===== config.mk =====
export PLATFORM = sky130hd
export DESIGN_NAME = id_ex_stage
export DESIGN_NICKNAME = d
export VERILOG_FILES = /design/src/rtl/id_ex_stage.sv
export SDC_FILE = /design/constraint.sdc
export NUM_CORES = 1
export LEC_CHECK = 0
export CORE_AREA = 2 2 116 118
export CTS_CLUSTER_DIAMETER = 120
export DETAILED_ROUTE_END_ITERATION = 16
export DIE_AREA = 0 0 118 120
export GPL_TIMING_DRIVEN = 0
export PLACE_DENSITY = 0.74
export SLEW_MARGIN = 25
export SYNTH_ARGS = -nofsm -noshare
export SYNTH_HDL_FRONTEND = slang
export SYNTH_SLANG_ARGS = --single-unit

===== constraint.sdc =====
create_clock -name clk -period 3.7 [get_ports clk]
set_clock_uncertainty 0.1 [all_clocks]
set_input_delay 0.925 -clock clk [delete_from_list [all_inputs] [get_ports clk]]
set_output_delay 0.925 -clock clk [all_outputs]
set_load 0.01 [all_outputs]

===== src/rtl/id_ex_stage.sv =====
// id_ex_stage: ID/EX pipeline register of the 32-bit pipelined processor.
// It registers the decoded instruction for the execute stage and detects
// load-use hazards, for which it stalls the front end and inserts a bubble.
// It applies branch flushes and counts every inserted bubble in a saturating
// counter. It also resolves a register-file write that lands on the same edge
// as the operand read.
// Optional feature: define ID_EX_WB_BYPASS_EN to forward write-back data
// straight into the captured operands. When undefined, such a conflict costs
// one stall cycle, after which the register file returns the written value.
module id_ex_stage #(
   parameter int XLEN  = 32,
   parameter int RA_W  = 5,
   parameter int CNT_W = 16
) (
   input  logic             clk,
   input  logic             rst_n,
   // decode stage
   input  logic             id_valid,
   input  logic [RA_W-1:0]  id_rs1,
   input  logic [RA_W-1:0]  id_rs2,
   input  logic [RA_W-1:0]  id_rd,
   input  logic [XLEN-1:0]  id_read_d1,
   input  logic [XLEN-1:0]  id_read_d2,
   input  logic [XLEN-1:0]  id_imm,
   input  logic [3:0]       id_alu_op,
   input  logic             id_alu_src,
   input  logic             id_mem_read,
   input  logic             id_mem_write,
   input  logic             id_reg_write,
   // write-back port, shared with the register file
   input  logic             wb_reg_write,
   input  logic [RA_W-1:0]  wb_rd,
   input  logic [XLEN-1:0]  wb_data,
   // taken branch
   input  logic             flush,
   // front-end hold request
   output logic             stall_o,
   // execute stage
   output logic             ex_valid,
   output logic [RA_W-1:0]  ex_rs1,
   output logic [RA_W-1:0]  ex_rs2,
   output logic [RA_W-1:0]  ex_rd,
   output logic [XLEN-1:0]  ex_op_a,
   output logic [XLEN-1:0]  ex_op_b,
   output logic [XLEN-1:0]  ex_imm,
   output logic [3:0]       ex_alu_op,
   output logic             ex_alu_src,
   output logic             ex_mem_read,
   output logic             ex_mem_write,
   output logic             ex_reg_write,
   output logic [CNT_W-1:0] bubble_cnt
);

   logic            lu_haz;       // load in EX feeds a source of the ID instruction
   logic            byp1;         // write-back targets rs1 this edge
   logic            byp2;         // write-back targets rs2 this edge
   logic            wb_haz;       // write-back conflict that needs a stall
   logic            load_bubble;  // this edge loads a bubble into EX
   logic [XLEN-1:0] op_a_nxt;
   logic [XLEN-1:0] op_b_nxt;

   // Hazard detection, write-back conflict resolution and stall request.
   always_comb begin
      lu_haz = id_valid & ex_valid & ex_mem_read & (ex_rd != '0)
             & ((ex_rd == id_rs1) | (ex_rd == id_rs2));
      byp1   = wb_reg_write & (wb_rd != '0) & (wb_rd == id_rs1);
      byp2   = wb_reg_write & (wb_rd != '0) & (wb_rd == id_rs2);
`ifdef ID_EX_WB_BYPASS_EN
      // Forward the value being written so the operand is never stale.
      wb_haz   = 1'b0;
      op_a_nxt = byp1 ? wb_data : id_read_d1;
      op_b_nxt = byp2 ? wb_data : id_read_d2;
`else
      // No forwarding: wait one cycle for the register file to update.
      wb_haz   = id_valid & (byp1 | byp2);
      op_a_nxt = id_read_d1;
      op_b_nxt = id_read_d2;
`endif
      // A flush kills the ID instruction anyway, so it never needs a stall.
      stall_o     = ~flush & (lu_haz | wb_haz);
      load_bubble = flush | stall_o;
   end

   // EX pipeline register: a bubble on flush or stall, otherwise capture ID.
   always_ff @(posedge clk or negedge rst_n) begin
      if (!rst_n) begin
         ex_valid     <= 1'b0;
         ex_rs1       <= '0;
         ex_rs2       <= '0;
         ex_rd        <= '0;
         ex_op_a      <= '0;
         ex_op_b      <= '0;
         ex_imm       <= '0;
         ex_alu_op    <= '0;
         ex_alu_src   <= 1'b0;
         ex_mem_read  <= 1'b0;
         ex_mem_write <= 1'b0;
         ex_reg_write <= 1'b0;
      end else begin
         // NOTE: non-blocking assignments let every register sample the
         // pre-edge values, including the EX state the hazard logic just read.
         // Datapath fields are don't-care in a bubble, so they always load.
         ex_rs1    <= id_rs1;
         ex_rs2    <= id_rs2;
         ex_op_a   <= op_a_nxt;
         ex_op_b   <= op_b_nxt;
         ex_imm    <= id_imm;
         ex_alu_op <= id_alu_op;
         if (load_bubble) begin
            ex_valid     <= 1'b0;
            ex_rd        <= '0;
            ex_alu_src   <= id_alu_src;
            ex_mem_read  <= 1'b0;
            ex_mem_write <= 1'b0;
            ex_reg_write <= 1'b0;
         end else begin
            // An empty decode slot enters EX with every control bit clear.
            ex_valid     <= id_valid;
            ex_rd        <= id_rd;
            ex_alu_src   <= id_valid & id_alu_src;
            ex_mem_read  <= id_valid & id_mem_read;
            ex_mem_write <= id_valid & id_mem_write;
            ex_reg_write <= id_valid & id_reg_write;
         end
      end
   end

   // Saturating count of bubbles inserted by flush or stall.
   always_ff @(posedge clk or negedge rst_n) begin
      if (!rst_n) begin
         bubble_cnt <= '0;
      end else if (load_bubble && (bubble_cnt != '1)) begin
         bubble_cnt <= bubble_cnt + CNT_W'(1);
      end
   end

endmodule


# Yosys cells after proc, flatten, opt, wreduce, memory -nomap -nowiden

Cells that the tools add are included.

Add/sub/neg operators: 1
Multiplexer cells: 6
Bitwise logic cells: 18
Reduce and logical (&&, ||, !) cells: 3
Eq/ne operators: 5

Operators by type and width:

| kind                                                            | count |
|---|---|
| 5-bit == test                                                   | 4 |
| 16-bit by 1-bit adder with 16-bit output, second input constant | 1 |
| 16-bit != test, second input constant                           | 1 |
| 1-bit bitwise AND                                               | 13 |
| 5-bit nonzero test                                              | 2 |
| 1-bit 2-to-1 mux                                                | 5 |
| 5-bit 2-to-1 mux                                                | 1 |
| 1-bit OR                                                        | 4 |
| 1-bit logical AND                                               | 1 |
| 1-bit inverter                                                  | 1 |

Bits in registers: 136
Input bits: 161
Output and inout bits: 137

# Logic depth before layout (Yosys ltp)

Gate-level depths: netlist (run 1).

Depth after elaboration: 9
Depth in mapped cells: 7

# Worst setup path before layout (run 1)

OpenSTA, ideal clock, no wires.

Path type: input port to output port
From: input wb_rd[0]
To: output stall_o
Data required time: 2.675 ns
Setup slack: 0.819 ns
Buffers on the path: 0
Data arrival time: 1.856 ns
Stages: 4
Cell sequence: or3_1 > o311a_1 > a22oi_1 > nor2_1

Cells in the longest elaborated chain, start to end: 7
Elaborated cells on any way between the ends: 10

Ends and longest elaborated chain:

| what                                        | line   | source |
|---|---|---|
| start: declaration                          | 32     | `input logic [RA_W-1:0] wb_rd,` |
| 5-bit nonzero test                          | 66, 67 |  |
| 1-bit bitwise AND                           | 66, 67 |  |
| 1-bit bitwise AND, on equally long branches | 66, 67 |  |
| 1-bit OR *                                  | 75     | `wb_haz = id_valid & (byp1 \| byp2);` |
| 1-bit bitwise AND *                         | 75     |  |
| 1-bit OR *                                  | 80     | `stall_o = ~flush & (lu_haz \| wb_haz);` |
| 1-bit bitwise AND *                         | 80     |  |
| end: declaration                            | 37     | `output logic stall_o,` |

Every way passes the cells marked *; elsewhere a longest branch is shown, timed or not.

# Worst setup path after layout (run 1)

From: input wb_rd[2]
To: output stall_o

The elaborated chain is that of the path after synthesis.

==> reports/qor.csv, run 1 <==
metric;value;unit
clock buffer depth;2;
outcome;complete, no violations;
post-route minimum period;3.66;ns
Total Neg Setup Slack;0;ns
total wire length;12200;µm
vias after detailed routing;3028;
Hold Crit Class;input port to asynchronous set/reset pin;
clock power share;42.8;%
Post-Syn Nets;404;
H-tree Lvls;4;
IO buf count;265;
Post-DP HPWL;9240;µm
Yosys warnings;0;
Achievable Freq;0.273;GHz
Int Pwr;3180;µW
worst slew pin tran;0.563;ns
initial antenna violation count;0;
Final Util;59.2;%
# rows;42;
GRT Overall Usage;17.7;%
CP Launch Type;input port;
RD Place Congestion;0.831;
VDD IR max;313;µV
Core ar.;13000;µm²
Mapped Area;4140;µm²
layout cells sized above 1;6.85;%
Synth cell types;25;
final setup violation count;0;
fin. max-slew vios;0;
CP max FO;3;
CTS tree;yes;
final hold vios;0;
share of power burned in registers;41.6;%
Sw Pwr;961;µW
Die X;118;µm
gr ovfl total;0;
antenna cells;0;
crit path DAT;2.64;ns
Setup CP Type;input port to output pin;
DRT iter0 DRCs;152;
LEAKAGE;0.00323;µW
I/O Pins;298;
largest net degree at the start of global routing;71;
clock sink total;136;
CTS Buf Count;17;
Synth Register Bits;136;
post-route ant nets;0;
Worst-Skew Late Latency;0.41;ns
register area share after synthesis;82.3;%
Tcrit/Tclk final;98.9;%
per-cell routed wire length;17.0;µm
drt pass-1 iters;4;
pwr dens;538;nW/µm²
Comb pwr share;15.6;%
Worst Setup End Kind;output pin;
area delta synth->final;85.9;%
Die Height;120;µm
Total Die Area;14200;µm²
max-cap viol count;0;
Clock Tree Root;clkbuf_16;
Slew headroom;62.2;%
Post-Layout Cell Count;716;
unrepaired setup endpoints after global routing;no;
initial core utilization;31.9;%
drt via density;4.23;
CP required;2.67;ns
syn avg cell area;17.1;µm²
post-synthesis instance total;242;
number of global-route vias before repair;3350;
fin nets;690;
first-pass GRT wire length;18500;µm
Sw Ratio;23.2;%
# placed instances;684;
DRC;0;
clk slew on worst S/H paths;0.05;ns
cells in the mapped netlist:
library cell / n / share of area [%]
a21boi_0: 1 / 0.18
a21oi_1: 1 / 0.12
a221oi_4: 1 / 0.64
a22oi_1: 1 / 0.18
and2_1: 6 / 0.91
and3_1: 6 / 0.91
buf_4: 1 / 0.18
clkbuf_1: 2 / 0.18
dfrtp_1: 136 / 82
ha_1: 1 / 0.30
inv_1: 2 / 0.18
mux2_1: 2 / 0.54
nand2_1: 9 / 0.82
nand3_1: 11 / 1.3
nand4_1: 3 / 0.45
nor2_1: 3 / 0.27
nor3_1: 8 / 0.97
nor3b_1: 2 / 0.36
nor4_1: 5 / 0.76
nor4b_1: 1 / 0.21
o22ai_1: 2 / 0.30
o311a_1: 1 / 0.24
or3_1: 3 / 0.45
xnor2_1: 20 / 4.2
xor2_1: 14 / 3.0
cells in the final DEF, fill, tap and decap left out:
master,n
nand4_1,3
clkdlybuf4s50_1,261
nor2_1,3
buf_8,1
inv_6,1
xnor2_1,20
mux2_1,2
and2_1,6
clkbuf_16,17
xor2_1,14
nor4_1,5
clkbuf_8,2
buf_4,2
dlymetal6s2s_1,1
a22oi_1,1
nor4b_1,1
or3_1,3
nand2_1,9
a221oi_4,1
clkbuf_1,3
nor3b_1,2
dfrtp_1,136
bufinv_16,4
clkinv_2,1
and3_1,6
clkinvlp_4,5
buf_16,1
a21boi_0,1
inv_1,2
ha_1,1
nand3_1,11
o311a_1,1
a21oi_1,1
o22ai_2,2
nor3_1,8
dlygate4sd2_1,2
power by group through the flow:
stage | clock (µW) | sequential, µW | combinational [µW]
6_report | 1770 | 1720 | 647
5_1_grt | 1870 | 1740 | 694
4_1_cts | 1810 | 1720 | 655
3_5_place_dp | 0 | 1740 | 649
3_3_place_gp | 0 | 1740 | 629
2_1_floorplan | 0 | 1790 | 121
worst paths after layout:
path | start | end | slack [ns] | cells after the start
worst max register to register | bubble_cnt[5] | bubble_cnt[4] | 1.35 | 6
max in group asynchronous | rst_n | ex_rd[1] | 2.45 | 2
worst min-delay path | rst_n | ex_imm[24] | 0.35 | 1
worst max-delay path | wb_rd[2] | stall_o | 0.04 | 6
min in group clk | bubble_cnt[15] | bubble_cnt[15] | 0.40 | 1
worst min register to register | bubble_cnt[15] | bubble_cnt[15] | 0.40 | 1
worst max-delay path, cell delays in order:
cell,delay [ns]
clkdlybuf4s50_1,0.47
or3_1,0.35
o311a_1,0.37
a22oi_1,0.18
nor2_1,0.06
dlygate4sd2_1,0.29
cell type report:
class | count | area [µm²]
clock buffer | 20 | 457
sequential | 136 | 3400
tap | 176 | 220
fill | 1025 | 5290
clock inverter | 11 | 171
multi-input combinational | 101 | 722
timing repair buffer | 267 | 2690
buffer | 3 | 15.0
inverter | 2 | 7.51
registers in the layout (all words and copies together), names as in the netlist:
register and flops:
bubble_cnt 16, ex_alu_op 4, ex_mem_read 1, ex_op_b 32, ex_rs2 5, ex_op_a 32, ex_alu_src 1, ex_imm 32
ex_rs1 5, ex_rd 5, ex_mem_write 1, ex_reg_write 1, ex_valid 1
what timing repair did:
action | in CTS | in global routing
buffers inserted | 1 | 0
hold buffers | 0 | 0
pin swaps | 1 | 0
setup endpoints to repair | 1 | 1
resized for setup | 3 | 2
metrics by stage:
stage	hold WS (ns)	setup WS, ns	cell area [µm²]	power, µW
detailed placement	0.388	-0.230	7040	2390
global placement	0.380	-3.35	7010	2370
finish	0.353	0.0396	7690	4140
global route	0.381	0.00589	7690	4310
floorplan	0.415	0.819	4140	1910
CTS	0.356	0.0129	7680	4190
cell families (layout without fill, tap and decap cells):
| group | Yosys count | in the layout | share of synthesized area [%] |
|---|---|---|---|
| XOR/XNOR | 34 | 34 | 7.20 |
| flip-flops | 136 | 136 | 82.3 |
| buffers and inverters | 5 | 303 | 0.545 |
| AND/OR/NAND/NOR | 57 | 57 | 7.44 |
| AO/OA/AOI/OAI | 7 | 7 | 1.66 |
| multiplexers | 2 | 2 | 0.545 |
| adder cells (fa/ha/maj) | 1 | 1 | 0.303 |
routing by layer:
metal	part of all wire, %	GRT usage (%)
met1	35	17.7
met2	57	32.6
met3	5.6	5.70
met4	2.8	9.26
met5	0	0
Power figures use the tool's default switching activity.
==> run 2: changes to the inputs <==
--- a/config.mk
+++ b/config.mk
@@ -5,12 +5,12 @@
 export SDC_FILE = /design/constraint.sdc
 export NUM_CORES = 1
 export LEC_CHECK = 0
-export CORE_AREA = 2 2 116 118
+export CORE_AREA = 3 3 113 115
 export CTS_CLUSTER_DIAMETER = 120
 export DETAILED_ROUTE_END_ITERATION = 16
-export DIE_AREA = 0 0 118 120
+export DIE_AREA = 0 0 116 118
 export GPL_TIMING_DRIVEN = 0
-export PLACE_DENSITY = 0.74
+export PLACE_DENSITY = 0.78
 export SLEW_MARGIN = 25
 export SYNTH_ARGS = -nofsm -noshare
 export SYNTH_HDL_FRONTEND = slang
==> run 2 against run 1 <==
Count of clock-buffer cells in the layout is 1 higher. Wire length rose by 1.8%. Sequential share of layout area rose by 0.39 points. Register-to-register slack better by 0.02 ns. First-iteration DRC count grew 34%. Setup slack better by 0.019 ns. Critical path depth unchanged.
==> reports/qor.csv, run 2 (synthesized netlist as in run 1, its figures left out) <==
metric;value;unit;change
outcome;complete, no violations;;
max-cap viol count;0;;unchanged
Comb pwr share;15.8;%;+0.2 points
per-cell routed wire length;18.0;µm;+5.9%
final hold vios;0;;unchanged
Int Pwr;3110;µW;-2.1%
CTS Buf Count;17;;unchanged
Achievable Freq;0.275;GHz;+0.51%
final setup violation count;0;;unchanged
vias after detailed routing;3074;;+1.5%
Post-DP HPWL;9440;µm;+2.1%
layout cells sized above 1;6.65;%;-0.20 points
max incr delay on CP;0.47;ns;about the same
share of power burned in registers;42.2;%;+0.6 points
FILL cells;894;;-13%
Worst Setup End Kind;output pin;;
register-to-register setup slack;1.37;ns;+0.02 ns
CP Launch Type;input port;;
Hold Crit Class;input port to asynchronous set/reset pin;;
clock power share;42.0;%;-0.8 points
Clock Tree Root;clkbuf_16;;
post-route ant nets;0;;unchanged
worst slew pin tran;0.511;ns;-0.0523 ns
Design Power;4070;µW;-1.6%
CTS tree;yes;;
drt pass-1 iters;5;;+1
Final Util;64.0;%;+4.7 points
Core ar.;11900;µm²;-8.2%
DRC;0;;unchanged
clock sink total;136;;unchanged
first-pass GRT wire length;18600;µm;+0.37%
# rows;40;;-4.8%
RD Place Congestion;0.834;;+0.34%
Tcrit/Tclk final;98.4;%;-0.50 points
GRT Overall Usage;18.6;%;+0.88 points
Sw Pwr;960;µW;-0.11%
initial core utilization;34.7;%;+2.9 points
fin. max-slew vios;0;;unchanged
Die Height;118;µm;-1.7%
Total Die Area;13700;µm²;-3.3%
CTS Hold Buffers Added;0;;unchanged
drt via density;4.47;;+5.7%
initial antenna violation count;0;;unchanged
pwr dens;534;nW/µm²;-0.74%
commonest non-fill, non-tap cell in the layout;clkdlybuf4s50_1;;
CP max FO;3;;unchanged
IO buf count;265;;unchanged
unrepaired setup endpoints after global routing;no;;
most frequent cells in the layout;clkdlybuf4s50_1 (262), dfrtp_1 (136), xnor2_1 (20), clkbuf_16 (17), xor2_1 (14);;
Worst-Skew Late Latency;0.41;ns;about the same
H-tree Lvls;4;;unchanged
CP required;2.67;ns;about the same
antenna cells;0;;unchanged
clock buffer depth;2;;unchanged
clk slew on worst S/H paths;0.05;ns;about the same
number of global-route vias before repair;3259;;-2.7%
area delta synth->final;84.3;%;
gr ovfl total;0;;unchanged
DRT iter0 DRCs;203;;+34%
VDD IR max;374;µV;+19%
fin nets;690;;unchanged
Critical-path top delay cell;clkdlybuf4s50_1;;
largest net degree at the start of global routing;75;;+5.6%
post-route minimum period;3.64;ns;-0.0186 ns
Top Registers;ex_imm (32), ex_op_a (32), ex_op_b (32);;
Die X;116;µm;-1.7%
I/O Pins;298;;unchanged
crit path DAT;2.62;ns;-0.02 ns
LEAKAGE;0.00322;µW;-0.25%
Slew headroom;65.7;%;+3.5 points
CP cell instances;clkdlybuf4s50_1 > or3_1 > o311a_1 > a22oi_2 > nor2_1 > dlygate4sd2_1;;
Setup CP Type;input port to output pin;;
total wire length;12400;µm;+1.8%
Sw Ratio;23.6;%;+0.36 points
==> run 2: changes by cell type in the layout (fill, tap and decap cells not counted), sizes merged <==
cell | previous run | this run
bufinv | 4 | 3
dlymetal6s2s | 1 | 0
clkdlybuf4s50 | 261 | 262
clkbuf | 22 | 23
clkinvlp | 5 | 2
clkinv | 1 | 5
==> run 2: layout make-up <==
class	instances	area [µm²]	area share, %
Clock buffer	21	460	6.04
Clock inverter	11	146	1.92
Tap cell	147	184	2.41
Buffer	3	15.0	0.197
Sequential cell	136	3400	44.7
Timing Repair Buffer	267	2690	35.3
Inverter	2	7.51	0.0985
Multi-Input combinational cell	101	714	9.37
==> run 2: path summary, 6_finish.rpt <==
kind | end | cells after the start | from
setup / recovery | stall_o | 6 | wb_rd[1]
hold / removal | ex_rd[3] | 1 | rst_n
setup reg to reg | bubble_cnt[10] | 6 | bubble_cnt[5]
hold reg to reg | bubble_cnt[8] | 1 | bubble_cnt[8]
max in group asynchronous | ex_op_b[15] | 2 | rst_n
min in group clk | bubble_cnt[8] | 1 | bubble_cnt[8]
==> run 2: critical path, delay by kind of cell <==
| kind | cells | cell delay [ns] |
|---|---|---|
| buffers and inverters | 2 | 0.75 |
| AOI/OAI and AO/OA | 2 | 0.52 |
| and+or+nand+nor | 2 | 0.42 |
==> run 2: through the flow <==
| stage | TNS (ns) | setup WS, ns | hold slack (ns) | std cells | instance area [µm²] |
|---|---|---|---|---|---|
| 6_report | 0 | 0.0582 | 0.335 | 688 | 7620 |
| 3_5_place_dp | -0.205 | -0.205 | 0.374 | 655 | 7000 |
| 3_3_place_gp | -456.38 | -3.36 | 0.378 | 654 | 6970 |
| 5_1_grt | 0 | 0.00124 | 0.358 | 688 | 7620 |
| 4_1_cts | 0 | 0.0194 | 0.340 | 688 | 7620 |
| 2_1_floorplan | 0 | 0.819 | 0.415 | 242 | 4140 |
==> run 2: metal layers <==
metal	track usage (%)	up-vias	share of wire (%)
li1	-	1377	-
met1	19.2	1534	34
met2	34.0	143	57
met3	6.12	20	7.2
met4	7.03	0	1.6
met5	0	-	0
==> run 2: power groups by stage <==
stage,Sequential (µW),Combinational [µW],Clock [µW]
2_1_floorplan,1790,121,0
3_3_place_gp,1740,630,0
3_5_place_dp,1740,647,0
4_1_cts,1720,654,1740
5_1_grt,1740,693,1830
6_report,1720,644,1710
==> run 2: what timing repair did <==
action | 4_1_cts | 5_1_grt
setup buffers | 1 | 0
setup endpoints to repair | 1 | 1
pin swaps | 1 | 1
gates cloned | 0 | 0
resized for setup | 2 | 1
